==> src/rtl/frontend_frame_tx.sv <==
// Frontend frame transmitter: arbitrates cmd/timetag/singles words and
// serializes each padded frame MSB-first over LINES data lines.
module frontend_frame_tx #(
   parameter int LENGTH    = 128,
   parameter int LINES     = 3,
   parameter int CMD_LEN   = 32,
   parameter int TT_PERIOD = 1000,
   parameter int GAP       = 2
) (
   input  logic               clk,
   input  logic               rst,
   input  logic [LENGTH-1:0]  sgl_data,
   input  logic               sgl_valid,
   output logic               sgl_ready,
   input  logic [CMD_LEN-1:0] cmd_data,
   input  logic               cmd_valid,
   output logic               cmd_ready,
   input  logic               tt_en,
   output logic [LINES-1:0]   d,
   output logic               busy,
   output logic [15:0]        tt_missed
);

   localparam int BPL = (LENGTH + LINES - 1) / LINES;
   localparam int PW  = BPL * LINES;
   localparam int BW  = (BPL > 1) ? $clog2(BPL) : 1;
   localparam int GW  = (GAP > 1) ? $clog2(GAP) : 1;
   localparam int PCW = (TT_PERIOD > 1) ? $clog2(TT_PERIOD) : 1;

   typedef enum logic [1:0] {
      IDLE,
      START,
      DATA,
      GAPS
   } state_t;

   state_t           state;
   logic [PW-1:0]    shreg;
   logic [BW-1:0]    beat;
   logic [GW-1:0]    gap_cnt;
   logic [47:0]      timetag;
   logic [PCW-1:0]   per_cnt;
   logic             tt_pending;

   logic             idle;
   logic             tt_take;
   logic             sgl_take;
   logic             accept;
   logic             per_wrap;
   logic [LENGTH-1:0] frame;
   logic [LINES-1:0] beat_bits;

   assign idle      = (state == IDLE);
   assign cmd_ready = idle & cmd_valid;
   assign sgl_ready = idle & ~cmd_valid & ~tt_pending;
   assign tt_take   = idle & ~cmd_valid & tt_pending;
   assign sgl_take  = sgl_ready & sgl_valid;
   assign accept    = cmd_ready | tt_take | sgl_take;
   assign busy      = ~idle;
   assign per_wrap  = (per_cnt == PCW'(TT_PERIOD - 1));

   always_comb begin
      frame = '0;
      unique case (1'b1)
         cmd_ready: begin
            frame[115]         = 1'b1;
            frame[CMD_LEN-1:0] = cmd_data;
         end
         tt_take: begin
            frame[47:0] = timetag;
         end
         sgl_take: begin
            frame      = sgl_data;
            frame[122] = 1'b1;
         end
         default: begin
            frame = '0;
         end
      endcase
   end

   // line 0 always carries the most significant bit of the beat
   always_comb begin
      beat_bits = '0;
      for (int j = 0; j < LINES; j++) begin
         beat_bits[j] = shreg[PW-1-j];
      end
   end

   always_ff @(posedge clk) begin
      if (rst) begin
         timetag    <= '0;
         per_cnt    <= '0;
         tt_pending <= 1'b0;
         tt_missed  <= '0;
      end else begin
         timetag <= timetag + 48'd1;
         per_cnt <= per_wrap ? '0 : per_cnt + PCW'(1);
         // a wrap coinciding with the TT latch re-arms, it is not a miss
         if (per_wrap && tt_en) begin
            tt_pending <= 1'b1;
            if (tt_pending && !tt_take && tt_missed != 16'hFFFF) begin
               tt_missed <= tt_missed + 16'd1;
            end
         end else if (tt_take) begin
            tt_pending <= 1'b0;
         end
      end
   end

   always_ff @(posedge clk) begin
      if (rst) begin
         state   <= IDLE;
         d       <= '1;
         shreg   <= '0;
         beat    <= '0;
         gap_cnt <= '0;
      end else begin
         unique case (state)
            IDLE: begin
               d <= '1;
               if (accept) begin
                  shreg <= PW'(frame);
                  d     <= '0;
                  state <= START;
               end
            end
            START: begin
               d     <= beat_bits;
               shreg <= shreg << LINES;
               beat  <= '0;
               state <= DATA;
            end
            DATA: begin
               if (beat == BW'(BPL - 1)) begin
                  d       <= '1;
                  gap_cnt <= '0;
                  state   <= GAPS;
               end else begin
                  d     <= beat_bits;
                  shreg <= shreg << LINES;
                  beat  <= beat + BW'(1);
               end
            end
            GAPS: begin
               d <= '1;
               if (gap_cnt == GW'(GAP - 1)) begin
                  state <= IDLE;
               end else begin
                  gap_cnt <= gap_cnt + GW'(1);
               end
            end
            default: begin
               d     <= '1;
               state <= IDLE;
            end
         endcase
      end
   end

endmodule

==> config.mk <==
export PLATFORM = sky130hd
export DESIGN_NAME = frontend_frame_tx
export DESIGN_NICKNAME = d
export VERILOG_FILES = /design/src/rtl/frontend_frame_tx.sv
export SDC_FILE = /design/constraint.sdc
export NUM_CORES = 1
export LEC_CHECK = 0
export BUFFER_PORTS_ARGS = -buffer_cell sky130_fd_sc_hd__buf_4
export CORE_ASPECT_RATIO = 0.8
export CORE_MARGIN = 2
export CORE_UTILIZATION = 40
export CTS_CLUSTER_DIAMETER = 150
export DETAILED_ROUTE_END_ITERATION = 8
export GPL_TIMING_DRIVEN = 0
export PLACE_DENSITY = 0.67
export RECOVER_POWER = 25
export SYNTH_ARGS = -nofsm -noshare
export SYNTH_HDL_FRONTEND = slang
export SYNTH_SLANG_ARGS = --single-unit
==> constraint.sdc <==
create_clock -name clk -period 3.2 [get_ports clk]
set_input_delay 0.32 -clock clk [delete_from_list [all_inputs] [get_ports clk]]
set_output_delay 0.32 -clock clk [all_outputs]
set_load 0.01 [all_outputs]
==> results.py <==
metrics = {
    "status": {
        "outcome": "finished with violations",
        "failed_checks": "capacitance limit, slew limit",
    },
    "timing": {
        "layout_min_cycle_time_ns": 2.91,
        "fmax_mhz": 344,
        "rsz0062_at_grt": "false",
        "relSlewSlack_pct": -2.27,
        "setup_tns_ns": 0,
        "drv_slew": 10,
        "hold_violations": 0,
        "setup_viol": 0,
        "finalCritPeriodShare_pct": 90.9,
        "worstMarginPinSlew_ns": 1.52,
        "finalClockSkew_ns": 0.0185,
    },
    "global_route": {
        "grt_max_degree": 14,
        "grt_pass1_wl_mm": 51.5,
        "antenna_found_initial": 0,
        "grt.total_usage_pct": 23.9,
        "overflow": 0,
        "first_global_vias": 9606,
    },
    "synth": {
        "syn_area_sq_mm": 0.0101,
        "synthTopCellsByArea": "dfxtp_1 (43%), a221oi_1 (9.3%), nor2_1 (6.5%)",
        "synth_compound_area_share_pct": 21.6,
        "synth-xor-area-share_pct": 3.91,
        "ys_ff_latch": 216,
        "synth-edff-count": 0,
        "synthMuxAreaShare_pct": 0.311,
        "avgSynthCellArea_sq_um": 8.50,
        "synth-adder-area-share_pct": 1.24,
        "synth_top_family_by_area": "simple AND/OR/NAND/NOR gates",
        "netlist.area_leader.share_pct": 42.9,
        "syn_nets": 1360,
        "ys_types": 56,
        "postSynthCellCount": 1185,
        "synthArstFlopShare_pct": 0,
        "yosysMostFrequentCell": "dfxtp_1",
        "synth-simple-area-share_pct": 25.6,
        "synthFlopType": "dfxtp_1",
        "yosys.area.top_type": "dfxtp_1",
        "synth_warnings": 0,
        "synthTopCellsByCount": "dfxtp_1 (216), nor2_1 (175), nor3_1 (116)",
        "yosysSeqAreaShare_pct": 42.9,
    },
    "critical_path": {
        "arrival_ns": 3.35,
        "required_ns": 3.64,
        "slowest_stage": "nor3_1",
        "endpoint_kind": "flop",
        "critPathLaunchType": "flop",
        "critPathMaxStageDelay_ns": 1.23,
        "path_class": "flop to flop",
        "cp_cell_sequence": "nand4_4, nor3_1, nand2_1, or4_1, a21oi_1",
        "cp_max_fo": 9,
    },
    "clocking": {
        "cts_sinks": 216,
        "postCtsSetupBuffers": 0,
        "cts-root-buf": "clkbuf_16",
        "cts.clk_slew.worst_paths_ns": 0.06,
        "htreeDepth": 1,
        "cts_resized": 0,
        "tritoncts": "built",
        "clockBufferDepth": 3,
        "clkLatencyLatePin_ns": 0.52,
        "cts_buffers": 24,
        "hold_buffers": 0,
    },
    "finish": {
        "area_growth_pct": 24.6,
        "nets": 1570,
        "n_antenna_cell": 0,
        "postLayoutCoreUtil_pct": 51.1,
        "drive_above_1_share_pct": 16.9,
        "fill_cells": 2404,
    },
    "detailed_routing": {
        "wl_per_cell_um": 18.8,
        "dr.first_iter.drc_count": 930,
        "drc": 0,
        "wl_mm": 32.5,
        "ant_nets": 0,
        "viasPerCell": 5.90,
        "first_pass_iters": 5,
        "vias": 10200,
    },
    "placement": {
        "place_hpwl_mm": 23.8,
        "place.gp.congestion": 0.900,
        "io_buffers": 184,
    },
    "pwr": {
        "vdd_drop_max_v": 0.000550,
        "pwr-share-clk_pct": 27.5,
        "netSwitchingFraction_pct": 38.0,
        "power_switching_mw": 3.89,
        "p_per_area_mw_per_mm2": 815,
        "seqPwrFrac_pct": 33.6,
        "p_leak_nw": 4.67,
        "p_int_mw": 6.35,
        "p_total_mw": 10.2,
        "pwr-share-comb_pct": 39.0,
    },
    "floorplanning": {
        "dieArea_sq_mm": 0.0265,
        "core_sq_mm": 0.0246,
        "io_pins": 187,
        "rows": 51,
        "die_x_um": 181,
        "start_util_pct": 41.0,
        "die_h_um": 146,
    },
    "flow_run": {
        "drv_cap": 1,
    },
    "min_path": {
        "worstHoldPathType": "input pin to flop",
    },
}
==> path summary, 6_finish.rpt <==
kind,slack (ns),start,cells after the start,endpoint
hold reg to reg,0.45,shreg[39]$_SDFFE_PP0P_,2,shreg[39]$_SDFFE_PP0P_
setup / recovery,0.29,timetag[5]$_SDFF_PP0_,5,timetag[41]$_SDFF_PP0_
setup reg to reg,0.29,timetag[5]$_SDFF_PP0_,5,timetag[41]$_SDFF_PP0_
hold / removal,0.06,tt_en,3,tt_pending$_SDFFE_PP0P_
==> per-stage QoR <==
| stage | area (sq um) | std cells | hold WS (ns) | setup WS, ns |
|---|---|---|---|---|
| after floorplan | 10100 | 1185 | 0.427 | 1.12 |
| after global placement | 11900 | 1687 | 0.433 | 0.512 |
| after detailed placement | 11900 | 1687 | 0.440 | 0.488 |
| after CTS | 12600 | 1729 | 0.0539 | 0.455 |
| after global routing | 12500 | 1729 | 0.127 | 0.122 |
| final | 12500 | 1729 | 0.0645 | 0.293 |
==> sequential cells by signal, summed over array words and instances (netlist names) <==
| register | cells |
|---|---|
| gap_cnt | 1 |
| state | 2 |
| shreg | 129 |
| timetag | 48 |
| d | 3 |
| per_cnt | 10 |
| beat | 6 |
| tt_missed | 16 |
| tt_pending | 1 |
==> kinds of logic (layout without fill, tap and decap cells) <==
| kind of cell | after synthesis | count (layout) |
|---|---|---|
| compound gates | 283 | 283 |
| xor+xnor | 45 | 45 |
| buf+inv | 112 | 338 |
| fa+ha+maj | 10 | 10 |
| flops | 216 | 216 |
| simple gates | 516 | 516 |
| mux | 3 | 3 |
==> power by group through the flow <==
| stage | clock [mW] | sequential, mW | combinational (mW) |
|---|---|---|---|
| final | 2.81 | 3.43 | 3.99 |
| after CTS | 2.84 | 3.43 | 3.94 |
| after detailed placement | 0 | 3.48 | 3.91 |
| after floorplan | 0 | 3.42 | 2.80 |
| after global placement | 0 | 3.47 | 3.84 |
| after global routing | 2.96 | 3.48 | 4.43 |
==> layout by cell type (no fill, tap or decap), types with 3 or more instances in the layout <==
cell         n
buf_2       18
clkinv_2     6
o31ai_1      7
or3_1       17
clkbuf_16   25
a221oi_1   107
ha_1        10
a221o_1     16
or3_2        3
and4_1       6
xnor2_1     18
a222oi_1     3
nor3_1     117
or4_1        8
o21ai_0     22
clkbuf_1   105
buf_4      166
nor2b_1      6
nand2_1     51
a22oi_1     30
or2_2        4
a21oi_1     54
nor2_1     175
and3_1      13
nand3b_1     4
inv_1       10
xor2_1      27
nand4_1     26
o2bb2ai_1   29
nand2b_1    20
nor4_1       7
clkbuf_8     4
nand3_1     46
and2_1       3
dfxtp_1    216
==> critical path, delay by kind of cell (launching register included) <==
family             cells  cell delay, ns
and+or+nand+nor        4            2.22
DFF                    1            0.47
AOI/OAI and AO/OA      1            0.15
==> metal layers <==
layer	part of all wire, %	track usage, %	routed length, um
met1	46	34.5	14900
met2	44	36.4	14100
met3	8.0	4.20	2610
met4	2.7	7.20	871
met5	0	0	0
==> final cells by class <==
type / instances / area (sq um) / area share [%]
Buffer: 102 / 409 / 3.26
Clock buffer: 33 / 696 / 5.54
Clock inverter: 9 / 101 / 0.808
Inverter: 10 / 37.5 / 0.299
Multi-Input combinational cell: 857 / 5270 / 42.0
Sequential cell: 216 / 4320 / 34.5
Tap cell: 318 / 398 / 3.17
Timing Repair Buffer: 184 / 1310 / 10.4
(Power assumes the default switching activity.)
